### config.mk
export PLATFORM = sky130hd
export DESIGN_NAME = fifo_rd_packer_flat
export DESIGN_NICKNAME = d
export VERILOG_FILES = /design/src/rtl/fifo_rd_packer_if.sv /design/src/rtl/fifo_rd_packer.sv /design/src/flat_wrapper.sv
export SDC_FILE = /design/constraint.sdc
export NUM_CORES = 1
export LEC_CHECK = 0
export CAP_MARGIN = 20
export CORE_MARGIN = 5
export CORE_UTILIZATION = 30
export DETAILED_ROUTE_END_ITERATION = 8
export HOLD_SLACK_MARGIN = 0.12
export PLACE_DENSITY = 0.56
export SYNTH_ARGS = -nofsm -noshare
export SYNTH_HDL_FRONTEND = slang
export SYNTH_SLANG_ARGS = --single-unit
### constraint.sdc
create_clock -name rd_clk -period 3.09 [get_ports rd_clk]
set_input_delay 0.4635 -clock rd_clk [delete_from_list [all_inputs] [get_ports rd_clk]]
set_output_delay 0.4635 -clock rd_clk [all_outputs]
set_load 0.005 [all_outputs]
### src/rtl/fifo_rd_packer_if.sv
// Handshake bundle between the byte FIFO read port, the packer and the word sink.
// master = packer side, slave = FIFO/sink/flush-requester side.
interface fifo_rd_packer_if #(
  parameter int N = 4,
  parameter int W = 8
);
  logic             fifo_empty;
  logic             fifo_rd_en;
  logic [W-1:0]     fifo_rd_data;
  logic             flush;
  logic [W*N-1:0]   data;
  logic             valid;
  logic             ready;
  logic [3:0]       byte_cnt;
  logic             last;
  logic             busy;

  modport master (
    input  fifo_empty, fifo_rd_data, flush, ready,
    output fifo_rd_en, data, valid, byte_cnt, last, busy
  );

  modport slave (
    output fifo_empty, fifo_rd_data, flush, ready,
    input  fifo_rd_en, data, valid, byte_cnt, last, busy
  );
endinterface

### src/rtl/fifo_rd_packer.sv
// Drains bytes from the FIFO read port and packs N of them (first byte at LSB)
// into words on a valid/ready stream; a flush emits the partial word tagged last.
module fifo_rd_packer #(
  parameter int N = 4,
  parameter int W = 8
) (
  input  logic              rd_clk,
  input  logic              rd_rst,
  fifo_rd_packer_if.master  bus
);

  logic [N-1:0][W-1:0] acc_reg;
  logic [N-1:0][W-1:0] acc_next;
  logic [3:0]          cnt_reg;
  logic                inflight_reg;
  logic                flush_pending_reg;
  logic [W*N-1:0]      data_reg;
  logic                valid_reg;
  logic [3:0]          out_cnt_reg;
  logic                last_reg;

  logic                out_free;
  logic                full;
  logic                xfer;
  logic [3:0]          eff_cnt;
  logic [4:0]          committed;
  logic                rd_en;

  always_comb begin
    out_free  = !valid_reg || bus.ready;
    full      = (cnt_reg == 4'(N));
    xfer      = out_free && (full || (flush_pending_reg && !inflight_reg && cnt_reg != 4'd0));
    eff_cnt   = xfer ? 4'd0 : cnt_reg;
    // Bytes already owned by the accumulator plus the one still on its way.
    committed = {1'b0, eff_cnt} + {4'd0, inflight_reg};
    rd_en     = !rd_rst && !bus.fifo_empty && !flush_pending_reg && (committed < 5'(N));
  end

  // Emptied slots are cleared on transfer so a partial word carries zero upper bytes.
  for (genvar gi = 0; gi < N; gi++) begin : g_acc
    assign acc_next[gi] = (inflight_reg && cnt_reg == 4'(gi)) ? bus.fifo_rd_data :
                          xfer                                 ? '0               :
                                                                 acc_reg[gi];
  end

  always_ff @(posedge rd_clk or posedge rd_rst) begin
    if (rd_rst) begin
      acc_reg           <= '0;
      cnt_reg           <= 4'd0;
      inflight_reg      <= 1'b0;
      flush_pending_reg <= 1'b0;
      data_reg          <= '0;
      valid_reg         <= 1'b0;
      out_cnt_reg       <= 4'd0;
      last_reg          <= 1'b0;
    end else begin
      inflight_reg <= rd_en;
      acc_reg      <= acc_next;

      if (xfer) begin
        cnt_reg <= 4'd0;
      end else if (inflight_reg) begin
        cnt_reg <= cnt_reg + 4'd1;
      end

      // A flush with nothing held or in flight retires without emitting a word.
      if (flush_pending_reg) begin
        if (xfer || (!inflight_reg && cnt_reg == 4'd0)) begin
          flush_pending_reg <= 1'b0;
        end
      end else if (bus.flush) begin
        flush_pending_reg <= 1'b1;
      end

      if (xfer) begin
        data_reg    <= acc_reg;
        valid_reg   <= 1'b1;
        out_cnt_reg <= cnt_reg;
        last_reg    <= flush_pending_reg;
      end else if (bus.ready) begin
        valid_reg   <= 1'b0;
      end
    end
  end

  assign bus.fifo_rd_en = rd_en;
  assign bus.data       = data_reg;
  assign bus.valid      = valid_reg;
  assign bus.byte_cnt   = out_cnt_reg;
  assign bus.last       = last_reg;
  assign bus.busy       = flush_pending_reg || inflight_reg || (cnt_reg != 4'd0);

endmodule

### src/flat_wrapper.sv
// flat-port wrapper written by rule: the top's interface ports become plain ports
module fifo_rd_packer_flat 
#(
  parameter int N = 4,
  parameter int W = 8
)
  (rd_clk, rd_rst, bus_fifo_empty, bus_fifo_rd_data, bus_flush, bus_ready, bus_fifo_rd_en, bus_data, bus_valid, bus_byte_cnt, bus_last, bus_busy);
  fifo_rd_packer_if #(.N(N), .W(W)) bus_i ();
  input  logic rd_clk;
  input  logic rd_rst;
  input wire logic [$bits(bus_i.fifo_empty)-1:0] bus_fifo_empty;
  input wire logic [$bits(bus_i.fifo_rd_data)-1:0] bus_fifo_rd_data;
  input wire logic [$bits(bus_i.flush)-1:0] bus_flush;
  input wire logic [$bits(bus_i.ready)-1:0] bus_ready;
  output wire logic [$bits(bus_i.fifo_rd_en)-1:0] bus_fifo_rd_en;
  output wire logic [$bits(bus_i.data)-1:0] bus_data;
  output wire logic [$bits(bus_i.valid)-1:0] bus_valid;
  output wire logic [$bits(bus_i.byte_cnt)-1:0] bus_byte_cnt;
  output wire logic [$bits(bus_i.last)-1:0] bus_last;
  output wire logic [$bits(bus_i.busy)-1:0] bus_busy;
  assign bus_i.fifo_empty = bus_fifo_empty;
  assign bus_i.fifo_rd_data = bus_fifo_rd_data;
  assign bus_i.flush = bus_flush;
  assign bus_i.ready = bus_ready;
  assign bus_fifo_rd_en = bus_i.fifo_rd_en;
  assign bus_data = bus_i.data;
  assign bus_valid = bus_i.valid;
  assign bus_byte_cnt = bus_i.byte_cnt;
  assign bus_last = bus_i.last;
  assign bus_busy = bus_i.busy;
  fifo_rd_packer #(.N(N), .W(W)) u_core (.rd_clk(rd_clk), .rd_rst(rd_rst), .bus(bus_i));
endmodule
==> results of run 1 <==
## area by class of cell
class / count / area, sq um / share of cell area, %
clock buffers: 12 / 246 / 4.84
clock inverters: 4 / 25.0 / 0.491
inverters: 33 / 124 / 2.43
multi-input cells: 280 / 1940 / 38.1
flip-flops and latches: 76 / 1900 / 37.3
well taps: 180 / 225 / 4.42
repair buffers: 65 / 631 / 12.4
## cells by family after synthesis
logic type               count (synthesis)  share of synthesized area, %
AND/OR/NAND/NOR                        123                          13.7
AO/OA/AOI/OAI                          117                          22.2
buffers and inverters                   79                          9.25
flip-flops                              76                          45.2
multiplexers                            33                          7.85
adder cells (fa/ha/maj)                  4                          1.19
XOR/XNOR                                 3                         0.625
## cells in the mapped netlist, types with 2 or more instances
library cell and count:
dfrtp_1 76, nand2_1 67, a21oi_1 38, nand3_1 34, inv_1 33, mux2i_1 33
o32a_1 28, o211ai_1 24, buf_2 17, clkbuf_1 17, o211ai_2 10, buf_6 8
nor2b_1 8, a22oi_1 6, ha_1 4, nor4bb_1 4, buf_4 3, nor2_1 3
nand2b_1 2, nand4_1 2, xor2_1 2
## metrics by stage
| step | utilization, % | std cells | hold slack, ps |
|---|---|---|---|
| 2_1_floorplan | - | 435 | 489 |
| 3_3_place_gp | 34.9 | 634 | 496 |
| 3_5_place_dp | 34.9 | 634 | 508 |
| 4_1_cts | 36.8 | 650 | 527 |
| 5_1_grt | 36.8 | 650 | 547 |
| 6_report | 36.8 | 650 | 518 |
## layout by cell type (no fill, tap or decap), drive strengths merged, types with 8 or more instances in the layout
master         Yosys  final
dfrtp             76     76
nand2             67     67
clkdlybuf4s50      0     52
a21oi             38     38
nand3             34     34
o211ai            34     34
mux2i             33     33
inv               33     33
o32a              28     28
buf               29     13
clkbuf            17     12
nor2b              8      8
## final timing paths
check,from,end,slack [ps]
max reg2reg,u_core.cnt_reg[0],u_core.acc_reg[8],680
max,u_core.cnt_reg[0],bus_fifo_rd_en,310
min in group asynchronous,rd_rst,u_core.inflight_reg,560
min reg2reg,u_core.bus.last,u_core.bus.last,520
min,u_core.bus.last,u_core.bus.last,520
max in group asynchronous,rd_rst,u_core.bus.data[22],2160
## per-layer routing
metal,vias to the layer above,track usage [%],wire [um]
met5,-,0,0
met4,0,4.24,151
met3,12,3.69,552
met2,83,22.8,5210
met1,1654,17.8,5010
li1,1614,-,-
## report_power, final
| group | internal, mW | leakage (nW) | switching (mW) |
|---|---|---|---|
| Sequential | 1.27 | 1.02 | 0.241 |
| Combinational | 0.756 | 0.788 | 1.11 |
| Clock | 0.563 | 0.129 | 0.404 |
==> summary.txt, run 1 <==
Setup path
  • CP Depth: 6
  • Max FO, Critical Path: 8
  • Critical Path Slowest Stage Cell: clkdlybuf4s50_1
  • Crit path buffers/inverters: 2
  • CP delay by family, top: buffers and inverters
  • Required time of the critical path: 2630 ps
  • CP Launch Type: register
  • CP peak stage delay: 530 ps
  • Worst Path Arrival: 2320 ps
  • CP endpoint kind: output pin
  • Sequence of cells on the critical path: inv_1, ha_1, and3b_1, a31oi_4, o21ai_1, clkdlybuf4s50_1
  • Reg2reg path depth: 6
  • Crit path kind: reg -> out

Die
  • Die height: 128 um
  • Initial Utilization: 30.4%
  • Die X: 128 um
  • Std-Cell Rows: 43
  • Core Area: 0.0138 sq mm
  • Die ar.: 0.0165 sq mm
  • Boundary Pins: 53

Route
  • Drt wl/cell: 16.8 um
  • Vias/cell: 5.17
  • Post-Route WL: 10900 um
  • Post-route DRC: 0
  • 1st-pass router iterations: 6
  • Vias: 3363
  • DRT iter0 DRCs: 337
  • Post-route ant nets: 0

Clocking
  • Post-CTS setup buffer count: 0
  • Clock transition at path regs: 60 ps
  • Worst-Skew Late Latency: 330 ps
  • CTS tree: built
  • Clock sinks: 76
  • Worst-case clock buffer depth: 2
  • Clk root buf: clkbuf_16
  • Hold_buf cts: 0
  • H-tree depth: 3
  • Total CTS buffers: 9
  • CTS resizes: 0

Placement
  • Placement Setup Slack: 666 ps
  • PortBufs: 52
  • Detailed Place HPWL: 6730 um
  • Dpl cell area: 0.00482 sq mm
  • Final RePlAce weighted congestion: 0.721

STA
  • Count of pins over their slew limit: 0
  • Period minus WS final: 2780 ps
  • Relative slew slack: 48.2%
  • Final setup fails: 0
  • Setup TNS: 0 ps
  • Unrepaired setup endpoints after global routing: false
  • Max Fclk: 359 MHz
  • Final hold vios: 0
  • Worst Slack Setup Final: 306 ps
  • Period Utilization, post-route: 90.1%
  • Final Skew: 5.10 ps
  • Worst-margin pin slew: 775 ps

Synth
  • #FFs+latches synth: 76
  • Ys async rst share: 100%
  • Synth Cell Area: 0.00421 sq mm
  • Syn nets: 452
  • Post-synth EDFFs: 0
  • Top FF cell, synth: dfrtp_1
  • Post-Syn Instances: 435
  • Largest area contributor in the netlist: dfrtp_1
  • Ranking of synthesized cells by area: dfrtp_1, mux2i_1, o32a_1, nand2_1, a21oi_1
  • Sequential share of the synthesized area: 45.2%
  • Yosys top cell area share: 45.2%
  • Synthesized area per cell: 9.67 sq um
  • Synth cell types: 37
  • Synth warn: 0

Min path
  • WHS Path Cells: 1
  • Worst hold-check path type: reg -> reg

Cells and area
  • Final instance area: 0.00509 sq mm
  • Nets: 482
  • Filler cell count: 1376
  • Share of cells above drive strength 1: 9.79%
  • Antenna Cells: 0
  • Syn-to-layout area delta: 21.2%

Power
  • Power Total: 4.34 mW
  • Maximum VDD drop: 804 uV
  • PD cells: 852 mW/mm^2
  • Leak: 1.94 nW

Global route
  • GRT Total Usage: 13.8%
  • Global-route wire length before repair: 18200 um
  • GR Overflow Total: 0
  • Initial antenna violation count: 0
  • Vias in the first global route: 3424
  • Pin count of the biggest net entering global routing: 77

Flow run
  • Max Cap Viol: 0

Run status
  • Outcome: completed
No activity file was read; power rests on OpenSTA's default activity.
==> run 2: changes to the inputs <==
==> constraint.sdc (replaced) <==
create_clock -name rd_clk -period 3.09 [get_ports rd_clk]
set_input_delay 0.618 -clock rd_clk [delete_from_list [all_inputs] [get_ports rd_clk]]
set_output_delay 0.618 -clock rd_clk [all_outputs]
set_load 0.005 [all_outputs]
==> summary.txt, run 2 (synthesis gave the netlist of run 1 again) <==
Run status
  • Outcome: completed

Flow run
  • Max Cap Viol: 0 (unchanged)

Setup path
  • CP Launch Type: register
  • CP peak stage delay: 540 ps (about the same)
  • Critical Path Slowest Stage Cell: clkdlybuf4s50_1
  • Sequence of cells on the critical path: inv_1, ha_2, and3b_1, a31oi_4, o21ai_1, clkdlybuf4s50_1
  • Crit path kind: reg -> out
  • CP endpoint kind: output pin
  • Max FO, Critical Path: 8 (unchanged)
  • Crit path buffers/inverters: 2 (unchanged)
  • Required time of the critical path: 2470 ps (-160 ps)
  • CP delay by family, top: buffers and inverters
  • Worst Path Arrival: 2280 ps (-40 ps)

Clocking
  • Hold_buf cts: 0 (unchanged)
  • Clock sinks: 76 (unchanged)
  • Worst-case clock buffer depth: 2 (unchanged)
  • H-tree depth: 3 (unchanged)
  • CTS tree: built
  • Worst-Skew Late Latency: 330 ps (about the same)
  • Post-CTS setup buffer count: 0 (unchanged)
  • Clock transition at path regs: 60 ps (about the same)
  • Clk root buf: clkbuf_16
  • Total CTS buffers: 9 (unchanged)

Route
  • Post-route DRC: 0 (unchanged)
  • Post-route ant nets: 0 (unchanged)
  • Post-Route WL: 11100 um (+1.7%)
  • Drt wl/cell: 17.1 um (+1.7%)
  • Vias: 3332 (-0.92%)
  • DRT iter0 DRCs: 214 (-36%)
  • 1st-pass router iterations: 4 (-2)
  • Vias/cell: 5.13 (-0.92%)

STA
  • Worst Slack Setup Final: 193 ps (-113 ps)
  • Relative slew slack: 36.1% (-12 points)
  • Setup TNS: 0 ps (unchanged)
  • Final hold vios: 0 (unchanged)
  • Period Utilization, post-route: 93.7% (+3.7 points)
  • Unrepaired setup endpoints after global routing: false
  • Period minus WS final: 2900 ps (+113 ps)
  • Worst-margin pin slew: 957 ps (+181 ps)
  • Max Fclk: 345 MHz (-3.9%)
  • Count of pins over their slew limit: 0 (unchanged)
  • Hold_ws: 518 ps (+0.122 ps)
  • Final Skew: 6.83 ps (+1.74 ps)
  • Final setup fails: 0 (unchanged)

Cells and area
  • Syn-to-layout area delta: 22.3%
  • Filler cell count: 1361 (-1.1%)
  • Most common cell after layout, fill and taps aside: dfrtp_1
  • Seq. cell area: 0.00190 sq mm (unchanged)
  • Multi-input combinational cell area: 0.00194 sq mm (+0.13%)
  • Final Non-Filler Cells: 650 (unchanged)
  • Nets: 482 (unchanged)
  • Commonest cells after routing, fill and taps aside: dfrtp_1, nand2_1, clkdlybuf4s50_1, a21oi_1, nand3_1
  • Antenna Cells: 0 (unchanged)
  • Share of cells above drive strength 1: 10.2% (+0.43 points)

Global route
  • GRT Total Usage: 13.9% (+0.036 points)
  • Initial antenna violation count: 0 (unchanged)
  • Global-route wire length before repair: 18200 um (-0.15%)
  • Vias in the first global route: 3330 (-2.7%)
  • Pin count of the biggest net entering global routing: 76 (-1.3%)
  • GR Overflow Total: 0 (unchanged)

Die
  • Die height: 128 um (unchanged)
  • Core Area: 0.0138 sq mm (unchanged)
  • Die X: 128 um (unchanged)
  • Die ar.: 0.0165 sq mm (unchanged)
  • Std-Cell Rows: 43 (unchanged)
  • Initial Utilization: 30.4% (unchanged)
  • Boundary Pins: 53 (unchanged)

Placement
  • DP Cell Count: 634 (unchanged)
  • Final RePlAce weighted congestion: 0.749 (+3.9%)
  • PortBufs: 52 (unchanged)
  • Placement Setup Slack: 376 ps (-290 ps)
  • Detailed Place HPWL: 7040 um (+4.7%)

Power
  • PD cells: 873 mW/mm^2 (+2.5%)
  • Leak: 1.96 nW (+0.96%)
  • Power Total: 4.49 mW (+3.5%)
  • Maximum VDD drop: 816 uV (+1.5%)

Min path
  • Worst hold-check path type: reg -> reg
## run 2: changes by cell type in the layout (fill, tap and decap cells not counted)
| cell | previous run | this run |
|---|---|---|
| bufinv_16 | 0 | 2 |
| clkbuf_1 | 2 | 1 |
| clkbuf_8 | 1 | 0 |
| clkinv_2 | 2 | 1 |
| clkinv_4 | 0 | 1 |
| ha_1 | 4 | 3 |
| ha_2 | 0 | 1 |
## run 2: final cells by class
class / count / area share (%)
clock inverter: 6 / 1.73
multi-input combinational: 280 / 37.8
clock buffer: 10 / 4.45
sequential: 76 / 37.0
timing repair buffer: 65 / 12.3
inverter: 33 / 2.41
tap: 180 / 4.38
## run 2: timing repair
item / in CTS / in global routing
resized for setup: 0 / 1
setup endpoints to repair: 0 / 1
hold endpoints to repair: 0 / 0
## run 2: worst reg2reg max path, delay by kind of cell, from the launching register on
family / cells / cell delay, ps
buf+inv: 1 / 140
flops: 1 / 450
compound gates: 2 / 840
fa+ha+maj: 1 / 290
simple gates: 1 / 630
## run 2: power breakdown
group	internal (mW)	leakage, nW	switching (mW)
combinational	0.751	0.787	1.08
clock	0.707	0.149	0.423
sequential	1.27	1.02	0.258
## run 2: per-stage QoR
stage          instance area, sq um  utilization, %
6_report                       5140            37.2
5_1_grt                        5140            37.2
4_1_cts                        5140            37.2
3_5_place_dp                   4820            34.9
3_3_place_gp                   4820            34.9
2_1_floorplan                  4210               -
## run 2: routing by layer
metal / global-route usage [%] / up-vias / wire length (um)
met2: 22.1 / 71 / 5240
li1: - / 1609 / -
met5: 0 / - / 0
met3: 2.57 / 12 / 554
met1: 19.4 / 1640 / 5170
met4: 3.75 / 0 / 140
## run 2: final timing paths
kind / to / start / cells past startpoint / slack, ps
setup / recovery: bus_fifo_rd_en / u_core.cnt_reg[0] / 6 / 190
hold / removal: u_core.bus.last / u_core.bus.last / 1 / 520
setup reg to reg: u_core.bus.last / u_core.cnt_reg[0] / 5 / 640
hold reg to reg: u_core.bus.last / u_core.bus.last / 1 / 520
max in group asynchronous: u_core.acc_reg[22] / rd_rst / 3 / 1610
min in group asynchronous: u_core.bus.last / rd_rst / 2 / 760
